==> src/rtl/pc_stack_unit_pkg.sv <==
// Shared definitions for the program-counter stage: op encoding, default
// parameters and the modulo-2^WIDTH PC increment helper.
// Imported by the interface, the return-stack sub-module and the top.
package pc_stack_unit_pkg;

  // Default datapath width, stack depth, reset PC and sequential step
  localparam int          PSU_WIDTH    = 16;
  localparam int          PSU_DEPTH    = 4;
  localparam int          PSU_DEPTH_W  = $clog2(PSU_DEPTH) + 1;
  localparam logic [15:0] PSU_RESET_PC = 16'h0000;
  localparam int          PSU_INC      = 2;

  // Next-PC operation selector
  typedef enum logic [1:0] {
    OP_SEQ    = 2'b00,
    OP_BRANCH = 2'b01,
    OP_CALL   = 2'b10,
    OP_RET    = 2'b11
  } op_e;

  // PC + INC; the carry out of bit 15 is dropped, so 16'hFFFE + 2 gives 16'h0000
  function automatic logic [15:0] pc_inc(input logic [15:0] pc, input int inc);
    return pc + inc[15:0];
  endfunction

endpackage

==> src/rtl/pc_stack_unit_if.sv <==
// Bundle between the PC stage and its user.
// master: drives pc_write/op/taken/target, observes PC, mux inputs and stack status.
// slave : the PC stage itself (pc_stack_unit).
interface pc_stack_unit_if
  import pc_stack_unit_pkg::*;
#(
  parameter int WIDTH   = PSU_WIDTH,
  parameter int DEPTH_W = PSU_DEPTH_W
);
  // Control / request side
  logic             pc_write;
  op_e              op;
  logic             taken;
  logic [WIDTH-1:0] target;
  // PC and next-PC mux inputs
  logic [WIDTH-1:0] pc;
  logic [WIDTH-1:0] pc_next;
  logic [WIDTH-1:0] branch_target;
  // Return-stack status
  logic [WIDTH-1:0]   stack_top;
  logic [DEPTH_W-1:0] stack_depth;
  logic               stack_empty;
  logic               stack_full;
  logic               fault;

  modport master (
    output pc_write, op, taken, target,
    input  pc, pc_next, branch_target,
    input  stack_top, stack_depth, stack_empty, stack_full, fault
  );

  modport slave (
    input  pc_write, op, taken, target,
    output pc, pc_next, branch_target,
    output stack_top, stack_depth, stack_empty, stack_full, fault
  );

endinterface

==> src/rtl/pc_stack_unit_lifo_stack.sv <==
// Return-address LIFO: WIDTH x DEPTH register array with an occupancy counter.
// Ports: clk, rst_n (async active-low), push/din write entry[depth], pop drops
//   entry[depth-1]; top (0 when empty), depth, full, empty.
module pc_stack_unit_lifo_stack
  import pc_stack_unit_pkg::*;
#(
  parameter int WIDTH   = PSU_WIDTH,
  parameter int DEPTH   = PSU_DEPTH,
  parameter int DEPTH_W = $clog2(DEPTH) + 1
) (
  input  logic               clk,
  input  logic               rst_n,
  input  logic               push,
  input  logic               pop,
  input  logic [WIDTH-1:0]   din,
  output logic [WIDTH-1:0]   top,
  output logic [DEPTH_W-1:0] depth,
  output logic               full,
  output logic               empty
);

  localparam int AW = $clog2(DEPTH);

  logic [WIDTH-1:0]   mem [DEPTH];
  logic [DEPTH_W-1:0] cnt;
  logic [AW-1:0]      top_idx;

  assign empty = (cnt == '0);
  assign full  = (cnt == DEPTH_W'(DEPTH));

  // Low bits of cnt minus one: at cnt==DEPTH the low bits are 0 and wrap to
  // DEPTH-1, which is exactly the top entry because DEPTH is a power of two.
  assign top_idx = cnt[AW-1:0] - AW'(1);
  assign top     = empty ? '0 : mem[top_idx];
  assign depth   = cnt;

  always_ff @(posedge clk or negedge rst_n) begin
    if (!rst_n) begin
      cnt <= '0;
      for (int i = 0; i < DEPTH; i++) begin
        mem[i] <= '0;
      end
    end else if (push && !full) begin
      mem[cnt[AW-1:0]] <= din;
      cnt              <= cnt + DEPTH_W'(1);
    end else if (pop && !empty) begin
      // Popped entries keep their old value; top masks them via cnt.
      cnt <= cnt - DEPTH_W'(1);
    end
  end

endmodule

==> src/rtl/pc_stack_unit.sv <==
// Program-counter stage: architectural PC register, PC+INC incrementer, op
//   decode, sticky over/underflow fault and a return-address LIFO.
// Ports: clk, rst_n (async active-low, wins over everything), bus (slave):
//   pc_write/op/taken/target in; pc, pc_next (mux A), branch_target (mux B),
//   stack_top/stack_depth/stack_empty/stack_full, fault out.
module pc_stack_unit
  import pc_stack_unit_pkg::*;
#(
  parameter int               WIDTH    = PSU_WIDTH,
  parameter int               DEPTH    = PSU_DEPTH,
  parameter logic [WIDTH-1:0] RESET_PC = PSU_RESET_PC,
  parameter int               INC      = PSU_INC
) (
  input  logic            clk,
  input  logic            rst_n,
  pc_stack_unit_if.slave  bus
);

  localparam int DEPTH_W = $clog2(DEPTH) + 1;

  logic [WIDTH-1:0]   pc_q;
  logic [WIDTH-1:0]   pc_d;
  logic [WIDTH-1:0]   pc_plus;
  logic               fault_q;
  logic               fault_set;
  logic               do_push;
  logic               do_pop;
  logic [WIDTH-1:0]   stk_top;
  logic [DEPTH_W-1:0] stk_depth;
  logic               stk_full;
  logic               stk_empty;

  assign pc_plus = pc_q + WIDTH'(INC);

  // Next-state decode. Nothing here matters unless pc_write is high, so
  // op/taken/target are only meaningful on enabled edges.
  always_comb begin
    pc_d      = pc_q;
    do_push   = 1'b0;
    do_pop    = 1'b0;
    fault_set = 1'b0;
    if (bus.pc_write) begin
      unique case (bus.op)
        OP_SEQ:    pc_d = pc_plus;
        OP_BRANCH: pc_d = bus.taken ? bus.target : pc_plus;
        OP_CALL: begin
          if (stk_full) begin
            // Overflow: PC and stack both hold, only the fault is recorded
            fault_set = 1'b1;
          end else begin
            do_push = 1'b1;
            pc_d    = bus.target;
          end
        end
        OP_RET: begin
          if (stk_empty) begin
            fault_set = 1'b1;
          end else begin
            do_pop = 1'b1;
            pc_d   = stk_top;
          end
        end
        default: pc_d = pc_q;
      endcase
    end
  end

  always_ff @(posedge clk or negedge rst_n) begin
    if (!rst_n) begin
      pc_q    <= RESET_PC;
      fault_q <= 1'b0;
    end else begin
      pc_q <= pc_d;
      // Sticky: only reset clears it, and it never gates further operation
      if (fault_set) begin
        fault_q <= 1'b1;
      end
    end
  end

  pc_stack_unit_lifo_stack #(
    .WIDTH   (WIDTH),
    .DEPTH   (DEPTH),
    .DEPTH_W (DEPTH_W)
  ) u_stack (
    .clk   (clk),
    .rst_n (rst_n),
    .push  (do_push),
    .pop   (do_pop),
    .din   (pc_plus),
    .top   (stk_top),
    .depth (stk_depth),
    .full  (stk_full),
    .empty (stk_empty)
  );

  assign bus.pc            = pc_q;
  assign bus.pc_next       = pc_plus;
  // Mux input B follows the op combinationally: return address on RET
  assign bus.branch_target = (bus.op == OP_RET) ? stk_top : bus.target;
  assign bus.stack_top     = stk_top;
  assign bus.stack_depth   = stk_depth;
  assign bus.stack_empty   = stk_empty;
  assign bus.stack_full    = stk_full;
  assign bus.fault         = fault_q;

endmodule

==> src/flat_wrapper.sv <==
// flat-port wrapper written by rule: the top's interface ports become plain ports
module pc_stack_unit_flat import pc_stack_unit_pkg::*;
#(
  parameter int               WIDTH    = PSU_WIDTH,
  parameter int               DEPTH    = PSU_DEPTH,
  parameter logic [WIDTH-1:0] RESET_PC = PSU_RESET_PC,
  parameter int               INC      = PSU_INC
)
  (clk, rst_n, bus_pc_write, bus_op, bus_taken, bus_target, bus_pc, bus_pc_next, bus_branch_target, bus_stack_top, bus_stack_depth, bus_stack_empty, bus_stack_full, bus_fault);
  pc_stack_unit_if #(.WIDTH(WIDTH), .DEPTH_W(3)) bus_i ();
  input  logic clk;
  input  logic rst_n;
  input wire logic [$bits(bus_i.pc_write)-1:0] bus_pc_write;
  input wire logic [$bits(bus_i.op)-1:0] bus_op;
  input wire logic [$bits(bus_i.taken)-1:0] bus_taken;
  input wire logic [$bits(bus_i.target)-1:0] bus_target;
  output wire logic [$bits(bus_i.pc)-1:0] bus_pc;
  output wire logic [$bits(bus_i.pc_next)-1:0] bus_pc_next;
  output wire logic [$bits(bus_i.branch_target)-1:0] bus_branch_target;
  output wire logic [$bits(bus_i.stack_top)-1:0] bus_stack_top;
  output wire logic [$bits(bus_i.stack_depth)-1:0] bus_stack_depth;
  output wire logic [$bits(bus_i.stack_empty)-1:0] bus_stack_empty;
  output wire logic [$bits(bus_i.stack_full)-1:0] bus_stack_full;
  output wire logic [$bits(bus_i.fault)-1:0] bus_fault;
  assign bus_i.pc_write = bus_pc_write;
  assign bus_i.op = bus_op;
  assign bus_i.taken = bus_taken;
  assign bus_i.target = bus_target;
  assign bus_pc = bus_i.pc;
  assign bus_pc_next = bus_i.pc_next;
  assign bus_branch_target = bus_i.branch_target;
  assign bus_stack_top = bus_i.stack_top;
  assign bus_stack_depth = bus_i.stack_depth;
  assign bus_stack_empty = bus_i.stack_empty;
  assign bus_stack_full = bus_i.stack_full;
  assign bus_fault = bus_i.fault;
  pc_stack_unit #(.WIDTH(WIDTH), .DEPTH(DEPTH), .RESET_PC(RESET_PC), .INC(INC)) u_core (.clk(clk), .rst_n(rst_n), .bus(bus_i));
endmodule
==> config.mk <==
export PLATFORM = sky130hd
export DESIGN_NAME = pc_stack_unit_flat
export DESIGN_NICKNAME = d
export VERILOG_FILES = /design/src/rtl/pc_stack_unit_pkg.sv /design/src/rtl/pc_stack_unit_if.sv /design/src/rtl/pc_stack_unit_lifo_stack.sv /design/src/rtl/pc_stack_unit.sv /design/src/flat_wrapper.sv
export SDC_FILE = /design/constraint.sdc
export NUM_CORES = 1
export LEC_CHECK = 0
export ABC_AREA = 1
export CAP_MARGIN = 30
export CORE_ASPECT_RATIO = 1.2
export CORE_UTILIZATION = 53
export DETAILED_ROUTE_END_ITERATION = 10
export HOLD_SLACK_MARGIN = 0.05
export PLACE_DENSITY = 0.92
export SLEW_MARGIN = 10
export SYNTH_ARGS = -nofsm -noshare
export SYNTH_HDL_FRONTEND = slang
export SYNTH_HIERARCHICAL = 1
export SYNTH_SLANG_ARGS = --single-unit
==> constraint.sdc <==
create_clock -name clk -period 3.2 [get_ports clk]
set_input_delay 0.64 -clock clk [delete_from_list [all_inputs] [get_ports clk]]
set_output_delay 0.64 -clock clk [all_outputs]
set_load 0.1 [all_outputs]
Word-level counts from Yosys, hierarchy flattened --
Cells that the tools add are included.
Word-level totals: flip-flop bits (word level) 84, output and inout port bits 70, input bits 22, word-level logic and storage cells 55
Operators by class: reductions and logical operators 9, mux-type cells 24, equality and inequality tests 6, add/subtract/negate cells 4, bitwise gates (word level) 2, magnitude comparators 3
Operators by type and width (number):
- $mux W16 | 8
- $bwmux W64 | 1
- $pmux W16 S4 | 1
- $bmux W16 S2 | 1
- $demux W16 S2 | 1
- $add A16 B2 Y16 const B | 1
- $mux W1 | 9
- $ge A3 B3 Y1 const B | 2
- $mux W3 | 2
- $not A2 Y3 | 2
- $eq A2 B2 Y1 const B | 2
- $ne A2 B2 Y1 const B | 2
- $add A3 B1 Y3 const B | 1
- $eq A3 B3 Y1 const B | 1
- $logic_and A1 B1 Y1 | 3
- $logic_not A3 Y1 | 1
- $lt A3 B1 Y1 const B | 1
- $reduce_and A3 Y1 | 1
- $sub A3 B1 Y3 const B | 1
- $eq A2 B1 Y1 const B | 1
- $logic_not A1 Y1 | 2
- $logic_not A2 Y1 | 1
- $pmux W1 S2 | 1
- $reduce_bool A2 Y1 | 1
- $sub A2 B1 Y2 const B | 1

Longest topological paths before layout --
Gate-level depths: netlist of the first run.
word-level depth 8, depth in mapped cells 16, mapped depth without buffers 14

Cells and area by module --
The synthesis of the first run kept the hierarchy.
By module, submodules not included:
- pc_stack_unit_lifo_stack | seq. area each 1676.6 um2, area each 3310.7 um2, times used 1, cells an instance 380
- pc_stack_unit | seq. area each 425.4 um2, area each 1471.4 um2, times used 1, cells an instance 247

Worst setup path before layout of the first run --
No wires, ideal clock.
path type flip-flop to output port, from register u_core.u_stack.cnt[0], in the netlist u_core/u_stack/depth[0], to output port bus_branch_target[1], setup slack -2.116 ns, buffers on the path 3, arrival time 4.676 ns, cell stages (with the launch flop) 11, required time 2.560 ns, cells stage by stage dfrtp_1 -> buf_4 -> inv_2 -> buf_2 -> ha_1 -> nand2_2 -> inv_4 -> buf_2 -> a21oi_1 -> nand2_1 -> nand2_1
Between the ends: longest elaborated chain between the ends 7, elaborated cells between the ends (all ways) 8, classes of those cells 1 x add/sub; 5 x mux; 1 x bitwise; 1 x reduce/logical
Ends and longest elaborated chain:
- start: declaration | RTL line pc_stack_unit_lifo_stack.sv:25 | logic [DEPTH_W-1:0] cnt;
- start signal: assignment | RTL line pc_stack_unit_lifo_stack.sv:45 | cnt <= cnt + DEPTH_W'(1);
- start signal: assignment | RTL line pc_stack_unit_lifo_stack.sv:48 | cnt <= cnt - DEPTH_W'(1);
- $sub A2 B1 Y2 | RTL line pc_stack_unit_lifo_stack.sv:33 | assign top_idx = cnt[AW-1:0] - AW'(1);
- via u_core.u_stack.top_idx[0] | RTL line pc_stack_unit_lifo_stack.sv:26 | logic [AW-1:0] top_idx;
- $not A2 Y3 (implied by the code) | RTL line pc_stack_unit_lifo_stack.sv:34 | assign top = empty ? '0 : mem[top_idx];
- $bmux W16 S2 | RTL line pc_stack_unit_lifo_stack.sv:34
- $mux W16 (implied by the code) (2 in a row) | RTL line pc_stack_unit_lifo_stack.sv:34
- $mux W16 | RTL line pc_stack_unit_lifo_stack.sv:34
- via bus_stack_top[1] | RTL line flat_wrapper.sv:20 | output wire logic [$bits(bus_i.stack_top)-1:0] bus_stack_top;
- $mux W16 | RTL line pc_stack_unit.sv:100 | assign bus.branch_target = (bus.op == OP_RET) ? stk_top : bus.target;
- end: declaration | RTL line flat_wrapper.sv:19 | output wire logic [$bits(bus_i.branch_target)-1:0] bus_branch_target;
The timed path passes the listed nets, and every way through them passes these cells. The select of a mux whose other input is x is not followed.

Worst setup path after layout of the first run --
from register u_core.u_stack.cnt[1], in the netlist u_core/u_stack/depth[1], to output port bus_branch_target[15]
Between the ends: longest elaborated chain between the ends 7, elaborated cells between the ends (all ways) 8, classes of those cells 1 x add/sub; 5 x mux; 1 x bitwise; 1 x reduce/logical
Ends and longest elaborated chain (RTL line):
- $sub A2 B1 Y2 | pc_stack_unit_lifo_stack.sv:33
- $not A2 Y3 (implied by the code) | pc_stack_unit_lifo_stack.sv:34
- $bmux W16 S2 | pc_stack_unit_lifo_stack.sv:34
- $mux W16 (implied by the code) (2 in a row) | pc_stack_unit_lifo_stack.sv:34
- $mux W16 * | pc_stack_unit_lifo_stack.sv:34
- $mux W16 * | pc_stack_unit.sv:100
Mark *: on every way between the ends. The rest lies on a longest branch, timed or not. The select of a mux whose other input is x is not followed.

==> results.tsv, run 1 <==
metric	value	unit
sequential cell area	0.00211	mm²
Placement Rows	37	
Synth Instances	627	
Yosys reg bits	84	
root buffer cell	clkbuf_8	
largest net degree at the start of global routing	66	
vias in the first global route	4818	
slowest stage delay, CP	470	ps
Final GP Congestion	0.915	
Yosys top cell area share	44.0	%
final cycle utilization of the critical path	95.1	%
Ys Warns	6	
# resized after CTS	0	
clock sinks	84	
clk_skew	15.4	ps
fin area	0.00672	mm²
final worst path period need	3040	ps
fin nets	742	
cell chain of the critical path	inv_1 -> ha_4 -> inv_4 -> nor2_1 -> o21ai_1 -> a21oi_4 -> inv_1 -> nor2_1 -> a21oi_2 -> clkinvlp_4 -> buf_12	
GRT Util Overall	33.6	%
Worst Setup Start Kind	flip-flop	
library cells used by synthesis	32	
initial antenna violation count	0	
drt initial violations	526	
Final Max Tran Viols	0	
mux cell area share after synthesis	0	%
Synth async-reset ratio	100	%
CTS tree	yes	
Max transition margin	44.8	%
max_cap viols	0	
adder-cell area share of the yosys netlist	1.57	%
filler instances	510	
clock-pin slew of the registers on the worst-case setup and hold paths	100	ps
# port buffers	91	
FMAX	329	MHz
CORE AREA	0.00866	mm²
largest family of logic cells by synthesized area	simple AND/OR/NAND/NOR gates	
Routed WL per cell	18.0	µm
Seq/Total Area, Yosys	44.0	%
cell taking the most area after synthesis	dfrtp_1	
number of synthesized flops with an enable pin	0	
Final Routed Wirelength	15000	µm
Compound-Gate Fraction of Synth Area	15.6	%
Synth Area in XOR/XNOR	1.47	%
Synth area leaders	dfrtp_1 44%, nand2_1 13%, nor2_1 6.9%, o21ai_1 5.1%, o21ai_2 4.0%	
Mapped Nets	655	
via count	4896	
final setup vio count	0	
vias per cell	5.86	
Area growth syn-to-layout	40.5	%
Worst-Skew Late Latency	370	ps
DR pass1 iterations	6	
Clock Path Buffers	2	
Hold Path Class	in -> async	
GR Overflow Total	0	
share of layout cells above drive strength 1	29.1	%
global-route wire length before repair	23900	µm
Worst-Margin Slew	828	ps
area of the multi-input gates	0.00273	mm²
critical path capture point type	output port	
synthesized area per cell	7.63	µm²
ant diodes	0	
CP Buf/Inv Count	5	
DIE AREA	0.00941	mm²
status	finished clean	
CP Data Arrival Time	2400	ps
H-tree level count	3	
total CTS buffers	9	
synthesized cell area	0.00478	mm²
r2r setup slk	540	ps
Routed Antenna Nets	0	
kind of critical path	reg -> out	
CP max-delay cell	dfrtp_2	
RSZ-0062 raised after global routing	false	
Final Hold Viols	0	
CP max FO	16	
kind of cell adding the most delay to the critical path	buffers and inverters	
I/O pin count	92	
CP Data Required Time	2560	ps
hold buffers post-CTS	0	
Primary FF master, synth	dfrtp_1	
DRC viols	0	
DIE WIDTH	88.7	µm
Post-Synth Simple-Gate Area	27.8	%
die height	106	µm
hpwl dp	10300	µm
Initial Utilization	55.2	%
Area after DPL	0.00646	mm²
worst paths after layout:
check,cells past startpoint,startpoint,to
max reg2reg,14,u_core/u_stack/depth[1],u_core/u_stack/depth[2]
min in group clk,2,u_core/u_stack/mem[17],u_core/u_stack/mem[17]
max in group asynchronous,2,rst_n,u_core/u_stack/mem[42]
max,11,u_core/u_stack/depth[1],bus_branch_target[15]
min,1,rst_n,u_core/u_stack/mem[51]
min reg2reg,2,u_core/u_stack/mem[17],u_core/u_stack/mem[17]
placed cells by master (no fill, tap or decap), types with 2 or more instances in the layout:
master / n
a21oi_1: 3
a21oi_2: 3
a21oi_4: 16
buf_12: 35
buf_4: 49
bufinv_16: 2
clkbuf_8: 10
clkdlybuf4s50_1: 20
clkinv_4: 2
clkinvlp_4: 4
dfrtp_1: 81
dfrtp_2: 2
ha_1: 5
inv_1: 48
inv_2: 3
inv_4: 4
nand2_1: 139
nand2_2: 26
nand2_4: 4
nand2_8: 13
nand3_1: 22
nand3_4: 2
nand4_1: 8
nor2_1: 88
nor2_4: 2
nor3_1: 3
o21ai_0: 13
o21ai_1: 72
o21ai_2: 22
xor2_1: 3
xor2_2: 3
repair_timing:
action,CTS,global route
buffers inserted,0,4
hold endpoints to repair,0,0
endpoints found under the setup margin,0,3
state kept, by name, summed over array words and instances (netlist names):
register and flops:
u_core/u_stack/mem 64, u_core/bus.pc 16, u_core/u_stack/depth 3, u_core/bus.fault 1
cell families after synthesis:
logic type               Yosys count
buffers and inverters             86
adder cells (fa/ha/maj)            6
AO/OA/AOI/OAI                    131
XOR/XNOR                           8
flip-flops                        84
AND/OR/NAND/NOR                  312
final cells by class:
cell class | instances | share of cell area, %
inverter | 58 | 3.56
tap | 117 | 2.18
clock inverter | 5 | 1.27
sequential | 84 | 31.4
clock buffer | 11 | 2.11
timing repair buffer | 104 | 18.9
multi-input combinational | 457 | 40.6
metrics by stage:
step	cells	hold slack [ps]	setup WS, ps	TNS, ps	utilization (%)
2_1_floorplan	627	344	-345	-1850	-
3_3_place_gp	816	457	396	0	74.6
4_1_cts	832	404	96.6	0	77.2
5_1_grt	836	422	1.07	0	77.6
6_report	836	367	158	0	77.6
3_5_place_dp	816	468	351	0	74.6
synthesized netlist by cell type (3+ instances only):
library cell	number
a21oi_1	21
buf_2	5
buf_4	10
buf_6	11
dfrtp_1	84
ha_1	6
inv_1	51
inv_2	5
nand2_1	165
nand2_2	13
nand2_4	4
nand3_1	23
nand4_1	8
nor2_1	88
nor3_1	3
o21ai_0	36
o21ai_1	49
o21ai_2	22
xor2_1	6
routing by layer:
| layer | up-vias | GRT usage, % | wire length [µm] |
|---|---|---|---|
| met2 | 322 | 53.2 | 7410 |
| met3 | 61 | 6.75 | 1100 |
| met1 | 2333 | 43.7 | 5860 |
| li1 | 2180 | - | - |
| met4 | 0 | 16.1 | 642 |
| met5 | - | 0 | 0 |
Power of run 1 is left out: the tool's default activity adds up to more than one toggle a clock period on the data nets, which glitch-free logic cannot reach.
==> run 2, diff against run 1 <==
CTS_CLUSTER_SIZE = 8   (was not set)
GPL_ROUTABILITY_DRIVEN = 0   (was not set)
==> results.tsv, run 2 (same netlist as run 1, synthesis figures left out) <==
metric	value	unit	change
root buffer cell	clkbuf_8		
setup slack after layout	143	ps	-14.4 ps
DIE AREA	0.00941	mm²	unchanged
Worst-Skew Late Latency	370	ps	about the same
critical path capture point type	output port		
GRT Util Overall	33.7	%	+0.049 points
CTS tree	yes		
CP max FO	16		unchanged
fin area	0.00667	mm²	-0.75%
Placement Rows	37		unchanged
hpwl dp	10600	µm	+3.5%
Clock Path Buffers	2		unchanged
Final Hold Viols	0		unchanged
Final Max Tran Viols	0		unchanged
final setup vio count	0		unchanged
clock-pin slew of the registers on the worst-case setup and hold paths	90	ps	about the same
Area after DPL	0.00646	mm²	unchanged
max_cap viols	0		unchanged
Routed Antenna Nets	0		unchanged
vias in the first global route	4834		+0.33%
ant diodes	0		unchanged
Hold Path Class	in -> async		
Worst-Margin Slew	674	ps	-154 ps
Worst Setup Start Kind	flip-flop		
H-tree level count	3		unchanged
global-route wire length before repair	23800	µm	-0.52%
CP Data Arrival Time	2420	ps	+20 ps
initial antenna violation count	0		unchanged
hold buffers post-CTS	0		unchanged
I/O pin count	92		unchanged
DR pass1 iterations	5		-1
post-route setup TNS	0	ps	unchanged
fin nets	739		-0.40%
Worst Hold Slack	295	ps	-71.7 ps
worst slack, placed	280	ps	-71.0 ps
Max transition margin	55.0	%	+10 points
DIE WIDTH	88.7	µm	unchanged
# port buffers	91		unchanged
vias per cell	5.77		-1.5%
final worst path period need	3060	ps	+14.4 ps
Initial Utilization	55.2	%	unchanged
clock sinks	84		unchanged
total CTS buffers	9		unchanged
FMAX	327	MHz	-0.47%
Top reg by flops	u_core/u_stack/mem		
drt initial violations	454		-14%
via count	4806		-1.8%
RSZ-0062 raised after global routing	false		
clk_skew	8.73	ps	-6.67 ps
CP Data Required Time	2560	ps	about the same
GR Overflow Total	0		unchanged
leading cell type in the layout, fill and taps excluded	nand2_1		
post-CTS setup buffer count	0		unchanged
# resized after CTS	0		unchanged
flip-flop count of the largest register after layout	64		unchanged
DRC viols	0		unchanged
die height	106	µm	unchanged
largest net degree at the start of global routing	55		-17%
status	finished clean		
Routed WL per cell	17.8	µm	-0.75%
kind of critical path	reg -> out		
Final Routed Wirelength	14800	µm	-1.1%
final cycle utilization of the critical path	95.5	%	+0.45 points
share of layout cells above drive strength 1	28.9	%	-0.16 points
CORE AREA	0.00866	mm²	unchanged
Area growth syn-to-layout	39.4	%	
most frequent cells in the layout	139 x nand2_1, 88 x nor2_1, 81 x dfrtp_1, 72 x o21ai_1, 48 x inv_1		
run 2: cell count changes in the layout (fill, tap and decap cells not counted), sizes merged:
cell      previous run  this run
inv                 55        56
buf                 84        81
clkbuf              11        10
bufinv               2         0
clkinvlp             4         6
run 2: worst paths after layout:
check | startpoint | to | slack (ps) | cells past startpoint
max in group asynchronous | rst_n | u_core/u_stack/mem[26] | 2200 | 2
hold reg to reg | u_core/u_stack/mem[43] | u_core/u_stack/mem[43] | 500 | 2
setup reg to reg | u_core/u_stack/depth[1] | u_core/u_stack/depth[2] | 540 | 14
min in group clk | u_core/u_stack/mem[43] | u_core/u_stack/mem[43] | 500 | 2
hold / removal | rst_n | u_core/u_stack/mem[51] | 290 | 1
setup / recovery | u_core/u_stack/depth[1] | bus_branch_target[15] | 140 | 11
run 2: layer usage:
metal  global-route usage (%)  wire length (µm)  up-vias
met5                        0                 0        -
met4                     18.8               639        0
met3                     7.22               982       53
met2                     55.3              7620      263
met1                     40.4              5610     2327
li1                         -                 -     2163
run 2: final cells by class:
class / count / area [µm²]
Clock buffer: 10 / 138
Clock inverter: 6 / 48.8
Fill cell: 515 / 1990
Inverter: 58 / 239
Multi-Input combinational cell: 457 / 2730
Sequential cell: 84 / 2110
Tap cell: 117 / 146
Timing Repair Buffer: 101 / 1260
run 2: critical path, stage by stage, from the launching register on:
cell and delay (ps):
dfrtp_2 470, inv_1 160, ha_4 250, inv_4 180
nor2_1 90, o21ai_1 160, a21oi_4 110, inv_1 80
nor2_1 50, a21oi_2 190, clkinvlp_4 140, buf_12 170
run 2: stage by stage:
step	utilization [%]	cells
global route	77.0	833
CTS	76.8	832
floorplan	-	627
detailed placement	74.6	816
finish	77.0	833
global placement	74.6	816
Power of run 2 is left out for the same reason.
